**src/rtl/mac_stream_ctrl_pkg.sv**
```systemverilog
// Shared constants for the MAC lane: operand/accumulator widths used by both the
// stream controller and the processing element it drives.
package mac_stream_ctrl_pkg;

   localparam int MAC_W      = 16;
   localparam int MAC_ACC_W  = 33;
   localparam int MAC_CNT_W  = 16;
   localparam int MAC_PE_LAT = 1;
   localparam int STATE_W    = 3;

   typedef logic [STATE_W-1:0] ctrl_state_t;

endpackage

```
**src/rtl/mac_stream_ctrl_if.sv**
```systemverilog
// Bundles the operand stream, PE drive/return and result stream of one MAC lane.
// Both streams use valid/ready: a beat transfers on a rising clk edge where valid
// and ready are both 1; valid must not depend on ready.
interface mac_stream_ctrl_if
   import mac_stream_ctrl_pkg::*;
#(
   parameter int W     = MAC_W,
   parameter int ACC_W = MAC_ACC_W,
   parameter int CNT_W = MAC_CNT_W
) ();

   logic             in_valid;
   logic             in_ready;
   logic [W-1:0]     in_a;
   logic [W-1:0]     in_b;
   logic             in_last;

   logic [W-1:0]     pe_a;
   logic [W-1:0]     pe_b;
   logic             pe_en;
   logic             pe_clear;
   logic [ACC_W-1:0] pe_c;

   logic             out_valid;
   logic             out_ready;
   logic [ACC_W-1:0] out_data;
   logic [CNT_W-1:0] out_count;

   logic             busy;
   ctrl_state_t      dbg_state;

   modport slave (
      input  in_valid, in_a, in_b, in_last, pe_c, out_ready,
      output in_ready, pe_a, pe_b, pe_en, pe_clear,
             out_valid, out_data, out_count, busy, dbg_state
   );

   modport master (
      output in_valid, in_a, in_b, in_last, pe_c, out_ready,
      input  in_ready, pe_a, pe_b, pe_en, pe_clear,
             out_valid, out_data, out_count, busy, dbg_state
   );

endinterface

```
**src/rtl/mac_stream_ctrl.sv**
```systemverilog
// Sequencer in front of a MAC processing element: clears the PE, streams operand
// pairs into it, waits out the PE latency and holds the result for the consumer.
module mac_stream_ctrl
   import mac_stream_ctrl_pkg::*;
#(
   parameter int W      = MAC_W,
   parameter int ACC_W  = MAC_ACC_W,
   parameter int CNT_W  = MAC_CNT_W,
   parameter int PE_LAT = MAC_PE_LAT
) (
   input  logic clk,
   input  logic rst,
   mac_stream_ctrl_if.slave bus
);

   localparam logic [2:0] ST_IDLE   = 3'd0;
   localparam logic [2:0] ST_CLEAR  = 3'd1;
   localparam logic [2:0] ST_STREAM = 3'd2;
   localparam logic [2:0] ST_DRAIN  = 3'd3;
   localparam logic [2:0] ST_HOLD   = 3'd4;

   localparam int LAT_W = (PE_LAT > 0) ? $clog2(PE_LAT + 1) : 1;

   logic [2:0]       state_q, state_d;
   logic [W-1:0]     pe_a_q, pe_a_d;
   logic [W-1:0]     pe_b_q, pe_b_d;
   logic             pe_en_q, pe_en_d;
   logic             pe_clear_q, pe_clear_d;
   logic             out_valid_q, out_valid_d;
   logic [ACC_W-1:0] out_data_q, out_data_d;
   logic [CNT_W-1:0] out_count_q, out_count_d;
   logic [CNT_W-1:0] beat_q, beat_d;
   logic [LAT_W-1:0] lat_q, lat_d;

   logic             in_ready;
   logic             accept;
   logic [CNT_W-1:0] beat_base;
   logic [CNT_W-1:0] beat_inc;

   assign in_ready  = (state_q == ST_CLEAR) || (state_q == ST_STREAM);
   assign accept    = bus.in_valid && in_ready;

   // The CLEAR cycle restarts the count, so a pair taken there is beat one.
   assign beat_base = (state_q == ST_CLEAR) ? '0 : beat_q;
   assign beat_inc  = (beat_base == {CNT_W{1'b1}}) ? beat_base : beat_base + CNT_W'(1);

   always_comb begin
      state_d     = state_q;
      pe_a_d      = pe_a_q;
      pe_b_d      = pe_b_q;
      pe_en_d     = 1'b0;
      pe_clear_d  = 1'b0;
      out_valid_d = out_valid_q;
      out_data_d  = out_data_q;
      out_count_d = out_count_q;
      beat_d      = beat_q;
      lat_d       = lat_q;

      case (state_q)
         ST_IDLE: begin
            if (bus.in_valid) begin
               state_d    = ST_CLEAR;
               pe_clear_d = 1'b1;
            end
         end

         ST_CLEAR, ST_STREAM: begin
            beat_d = beat_base;
            if (state_q == ST_CLEAR) state_d = ST_STREAM;
            if (accept) begin
               pe_a_d  = bus.in_a;
               pe_b_d  = bus.in_b;
               pe_en_d = 1'b1;
               beat_d  = beat_inc;
               if (bus.in_last) begin
                  state_d = ST_DRAIN;
                  lat_d   = LAT_W'(PE_LAT);
               end
            end
         end

         // Last product is issued the cycle after entry; pe_c catches up PE_LAT later.
         ST_DRAIN: begin
            if (lat_q == '0) begin
               out_data_d  = bus.pe_c;
               out_count_d = beat_q;
               out_valid_d = 1'b1;
               state_d     = ST_HOLD;
            end else begin
               lat_d = lat_q - LAT_W'(1);
            end
         end

         ST_HOLD: begin
            if (bus.out_ready) begin
               out_valid_d = 1'b0;
               if (bus.in_valid) begin
                  state_d    = ST_CLEAR;
                  pe_clear_d = 1'b1;
               end else begin
                  state_d = ST_IDLE;
               end
            end
         end

         default: state_d = ST_IDLE;
      endcase
   end

   always_ff @(posedge clk) begin
      if (rst) begin
         state_q     <= ST_IDLE;
         pe_a_q      <= '0;
         pe_b_q      <= '0;
         pe_en_q     <= 1'b0;
         pe_clear_q  <= 1'b0;
         out_valid_q <= 1'b0;
         out_data_q  <= '0;
         out_count_q <= '0;
         beat_q      <= '0;
         lat_q       <= '0;
      end else begin
         state_q     <= state_d;
         pe_a_q      <= pe_a_d;
         pe_b_q      <= pe_b_d;
         pe_en_q     <= pe_en_d;
         pe_clear_q  <= pe_clear_d;
         out_valid_q <= out_valid_d;
         out_data_q  <= out_data_d;
         out_count_q <= out_count_d;
         beat_q      <= beat_d;
         lat_q       <= lat_d;
      end
   end

   assign bus.in_ready  = in_ready;
   assign bus.pe_a      = pe_a_q;
   assign bus.pe_b      = pe_b_q;
   assign bus.pe_en     = pe_en_q;
   assign bus.pe_clear  = pe_clear_q;
   assign bus.out_valid = out_valid_q;
   assign bus.out_data  = out_data_q;
   assign bus.out_count = out_count_q;
   assign bus.busy      = (state_q != ST_IDLE);
   assign bus.dbg_state = ctrl_state_t'(state_q);

   // The PE gives clear priority, so an overlap would silently drop a product.
   clear_en_exclusive: assert property (@(posedge clk) disable iff (rst)
      !(pe_en_q && pe_clear_q));

endmodule
```
**src/flat_wrapper.sv**
```systemverilog
// flat-port wrapper written by rule: the top's interface ports become plain ports
module mac_stream_ctrl_flat import mac_stream_ctrl_pkg::*;
#(
   parameter int W      = MAC_W,
   parameter int ACC_W  = MAC_ACC_W,
   parameter int CNT_W  = MAC_CNT_W,
   parameter int PE_LAT = MAC_PE_LAT
)
  (clk, rst, bus_in_valid, bus_in_a, bus_in_b, bus_in_last, bus_pe_c, bus_out_ready, bus_in_ready, bus_pe_a, bus_pe_b, bus_pe_en, bus_pe_clear, bus_out_valid, bus_out_data, bus_out_count, bus_busy, bus_dbg_state);
  mac_stream_ctrl_if #(.W(W), .ACC_W(ACC_W), .CNT_W(CNT_W)) bus_i ();
  input  logic clk;
  input  logic rst;
  input wire logic [$bits(bus_i.in_valid)-1:0] bus_in_valid;
  input wire logic [$bits(bus_i.in_a)-1:0] bus_in_a;
  input wire logic [$bits(bus_i.in_b)-1:0] bus_in_b;
  input wire logic [$bits(bus_i.in_last)-1:0] bus_in_last;
  input wire logic [$bits(bus_i.pe_c)-1:0] bus_pe_c;
  input wire logic [$bits(bus_i.out_ready)-1:0] bus_out_ready;
  output wire logic [$bits(bus_i.in_ready)-1:0] bus_in_ready;
  output wire logic [$bits(bus_i.pe_a)-1:0] bus_pe_a;
  output wire logic [$bits(bus_i.pe_b)-1:0] bus_pe_b;
  output wire logic [$bits(bus_i.pe_en)-1:0] bus_pe_en;
  output wire logic [$bits(bus_i.pe_clear)-1:0] bus_pe_clear;
  output wire logic [$bits(bus_i.out_valid)-1:0] bus_out_valid;
  output wire logic [$bits(bus_i.out_data)-1:0] bus_out_data;
  output wire logic [$bits(bus_i.out_count)-1:0] bus_out_count;
  output wire logic [$bits(bus_i.busy)-1:0] bus_busy;
  output wire logic [$bits(bus_i.dbg_state)-1:0] bus_dbg_state;
  assign bus_i.in_valid = bus_in_valid;
  assign bus_i.in_a = bus_in_a;
  assign bus_i.in_b = bus_in_b;
  assign bus_i.in_last = bus_in_last;
  assign bus_i.pe_c = bus_pe_c;
  assign bus_i.out_ready = bus_out_ready;
  assign bus_in_ready = bus_i.in_ready;
  assign bus_pe_a = bus_i.pe_a;
  assign bus_pe_b = bus_i.pe_b;
  assign bus_pe_en = bus_i.pe_en;
  assign bus_pe_clear = bus_i.pe_clear;
  assign bus_out_valid = bus_i.out_valid;
  assign bus_out_data = bus_i.out_data;
  assign bus_out_count = bus_i.out_count;
  assign bus_busy = bus_i.busy;
  assign bus_dbg_state = bus_i.dbg_state;
  mac_stream_ctrl #(.W(W), .ACC_W(ACC_W), .CNT_W(CNT_W), .PE_LAT(PE_LAT)) u_core (.clk(clk), .rst(rst), .bus(bus_i));
endmodule
```
**config.mk**
```make
export PLATFORM = sky130hd
export DESIGN_NAME = mac_stream_ctrl_flat
export DESIGN_NICKNAME = d
export VERILOG_FILES = /design/src/rtl/mac_stream_ctrl_pkg.sv /design/src/rtl/mac_stream_ctrl_if.sv /design/src/rtl/mac_stream_ctrl.sv /design/src/flat_wrapper.sv
export SDC_FILE = /design/constraint.sdc
export NUM_CORES = 1
export LEC_CHECK = 0
export CELL_PAD_IN_SITES_DETAIL_PLACEMENT = 0
export CELL_PAD_IN_SITES_GLOBAL_PLACEMENT = 1
export CORE_MARGIN = 1.5
export CORE_UTILIZATION = 33
export DETAILED_ROUTE_END_ITERATION = 12
export MAX_ROUTING_LAYER = met4
export PLACE_DENSITY = 0.82
export SLEW_MARGIN = 10
export SYNTH_ARGS = -nofsm -noshare
export SYNTH_HDL_FRONTEND = slang
export SYNTH_SLANG_ARGS = --single-unit
```
**constraint.sdc**
```tcl
create_clock -name clk -period 6.55 [get_ports clk]
set_input_delay 0.655 -clock clk [delete_from_list [all_inputs] [get_ports clk]]
set_output_delay 0.655 -clock clk [all_outputs]
set_load 0.005 [all_outputs]
```
==> impl_metrics.ini <==
[clock_tree]
clk_pin_slew_ns = 0.07
cts.sinks = 104
cts_tree = yes
cts-resized-gates = 0
cts_hold_buf = 0
cts_buffers = 9
clk-insertion-delay-late_ns = 0.34
cts.htree.levels = 3
post_cts_buffers = 0
root_buffer = clkbuf_16
clock_path_buffers = 2

[cells_and_area]
area_growth_pct = 47.4
n_fill_cell = 1145
final_common_cell = nand2_1
nets = 714
antenna-diode-count = 0
drive_gt1_share_pct = 5.41
mostFrequentLayoutCells = nand2_1 (177), clkdlybuf4s50_1 (157), dfxtp_1 (104)

[power]
max-vdd-ir-drop_uv = 176
power.share.clock_pct = 28.1
intPower_mw = 1.31
p_switching_uw = 589
p_per_area_nw_per_um2 = 318
p_total_mw = 1.89
leakage_nw = 2.04
pwr-share-seq_pct = 41.1
combPwrFrac_pct = 30.8
switching_share_pct = 31.1

[floorplan]
die_w_um = 114
num_io_pins = 159
rows = 40
dieArea_um2 = 12900
start_util_pct = 33.8
die_y_um = 114
core_um2 = 12000

[route]
wl_met3_um = 790
via_per_inst = 4.83
dr_wl_met2_mm = 5.03
drt_iter0_drc = 213
routed_wl_mm = 10.9
dr.pass1.iters = 4
routedLengthMet1_mm = 4.85
route.vias.total = 3835
routedWlPerCell_um = 13.7
highest_layer = met4
drc = 0
antenna_left = 0

[sta]
slew-limit-headroom_pct = 24.5
fin_crit_sh_pct = 41.9
hold_viol_final = 0
setup_violations = 0
max_clock_freq_mhz = 364
grt_setup_unrepaired = no
final_max_slew_viol_count = 0
setup_tns_ns = 0
finalCriticalPeriod_ns = 2.75
worstMarginPinSlew_ns = 1.13
finalHoldWorstSlack_ns = 0.451
fin_skew_ns = 0.00706

[grt]
grt_overflow = 0
antenna_found_initial = 0
grt_pass1_wl_mm = 17.9
grt_pass1_vias = 3637
grt_max_degree = 71
grt_usage_pct = 17.6

[synth]
synth_edf_count = 0
avgSynthCellArea_um2 = 8.01
syn-cell-area_um2 = 4050
ys_seq_elements = 104
postSynthCellCount = 505
synthesis.nets = 576
async_reset_ff_share_pct = 0
ys.warnings.count = 0
ys_seq_area_share_pct = 51.5
ys_types = 50
synth_ff_type = dfxtp_1

[run]
maxCapViolCount = 0

[placed_design]
gp_congestion = 0.827
dp_hpwl_mm = 7.46
io_buffers = 158

[setup_path]
cp-end-kind = flop
path_buf_inv = 0
critPathMaxFanout = 12
worst_setup_path_start_kind = flop
crit_chain = or3b_2, and2_1, ha_1, and3_2, a31oi_1, nand4_1, mux2_2
critical_path_class = flop to flop
slowest_stage = or3b_2
worstPathRequired_ns = 6.78
worst-endpoint-arrival_ns = 2.98
r2r_start = u_core.bus.dbg_state[0]$_SDFFE_PP0P_
path_delay_family = simple AND/OR/NAND/NOR gates
critPathMaxStageDelay_ns = 0.63
startpoint = u_core.bus.dbg_state[0]$_SDFFE_PP0P_

[run_status]
outcome = completed

[min_path]
holdCritStartpoint = u_core.bus.out_data[7]$_SDFFE_PP0P_
min_path_type = flop to flop
## cell families (layout without fill, tap and decap cells)
family,count (synthesis),count (layout),synth area share [%]
simple gates,238,238,26.0
compound gates,111,111,15.2
flops,104,104,51.5
buf+inv,41,183,4.64
xor+xnor,8,8,1.92
mux,2,2,0.526
fa+ha+maj,1,1,0.309
## power groups by stage
stage | Combinational, mW | Sequential [mW] | Clock, mW
final | 0.583 | 0.779 | 0.533
after CTS | 0.593 | 0.780 | 0.549
after global placement | 0.584 | 0.788 | 0
after floorplan | 0.316 | 0.781 | 0
after global routing | 0.645 | 0.792 | 0.575
after detailed placement | 0.590 | 0.792 | 0
## worst paths after layout
check	endpoint	depth (start not counted)	slack, ns
worst min-delay path	u_core.bus.out_data[7]$_SDFFE_PP0P_	2	0.45
worst max register to register	u_core.beat_q[15]$_SDFFE_PP0P_	7	3.80
worst min register to register	u_core.bus.out_data[7]$_SDFFE_PP0P_	2	0.45
worst max-delay path	u_core.beat_q[15]$_SDFFE_PP0P_	7	3.80
## cells in the mapped netlist (2+ instances only)
cell type,count,share of area (%)
and3_2,2,0.37
nor3_1,2,0.25
nand2b_1,2,0.31
or3_1,2,0.31
a31oi_1,3,0.46
buf_6,2,0.56
xnor2_1,4,0.87
nand2_1,177,16
clkbuf_1,25,2.3
and3_1,2,0.31
nand4_1,6,0.93
a21o_1,2,0.37
nor2_1,20,1.9
a311oi_1,5,1.1
dfxtp_1,104,51
a21oi_1,91,11
buf_2,4,0.49
nand3_1,9,1.1
xor2_1,3,0.65
and2_1,2,0.31
o21ai_0,2,0.25
inv_1,8,0.74
## through the flow
| stage | utilization [%] | setup WS [ns] | instance area, um2 | instances |
|---|---|---|---|---|
| 5_1_grt | 49.9 | 3.63 | 5970 | 794 |
| 6_report | 49.9 | 3.80 | 5970 | 794 |
| 2_1_floorplan | - | 3.90 | 4050 | 505 |
| 3_5_place_dp | 47.5 | 3.53 | 5680 | 779 |
| 4_1_cts | 49.9 | 3.83 | 5970 | 794 |
| 3_3_place_gp | 47.5 | 3.60 | 5680 | 779 |
## state kept, by name (all words and copies together) (netlist names)
| signal | cells |
|---|---|
| u_core.bus.dbg_state | 3 |
| u_core.bus.pe_en | 1 |
| u_core.bus.pe_b | 16 |
| u_core.lat_q | 1 |
| u_core.bus.out_count | 16 |
| u_core.beat_q | 16 |
| u_core.bus.pe_a | 16 |
| u_core.bus.pe_clear | 1 |
| u_core.bus.out_valid | 1 |
| u_core.bus.out_data | 33 |
## worst min-delay path, cell delays in order, from the launching register on
cell	delay, ns
dfxtp_1	0.31
nand2_1	0.05
a21oi_1	0.05
## metal layers
layer,vias up,global-route usage [%]
met1,1760,21.3
met3,12,5.79
met5,-,-
li1,1947,-
met4,0,5.50
met2,116,27.8
## area by class of cell
type / instances / area (um2) / share of cell area (%)
Clock buffer: 12 / 246 / 4.13
Clock inverter: 3 / 42.5 / 0.713
Inverter: 8 / 30.0 / 0.503
Multi-Input combinational cell: 360 / 1790 / 29.9
Sequential cell: 104 / 2080 / 34.9
Tap cell: 147 / 184 / 3.08
Timing Repair Buffer: 160 / 1590 / 26.7
Power figures use the tool's default switching activity.
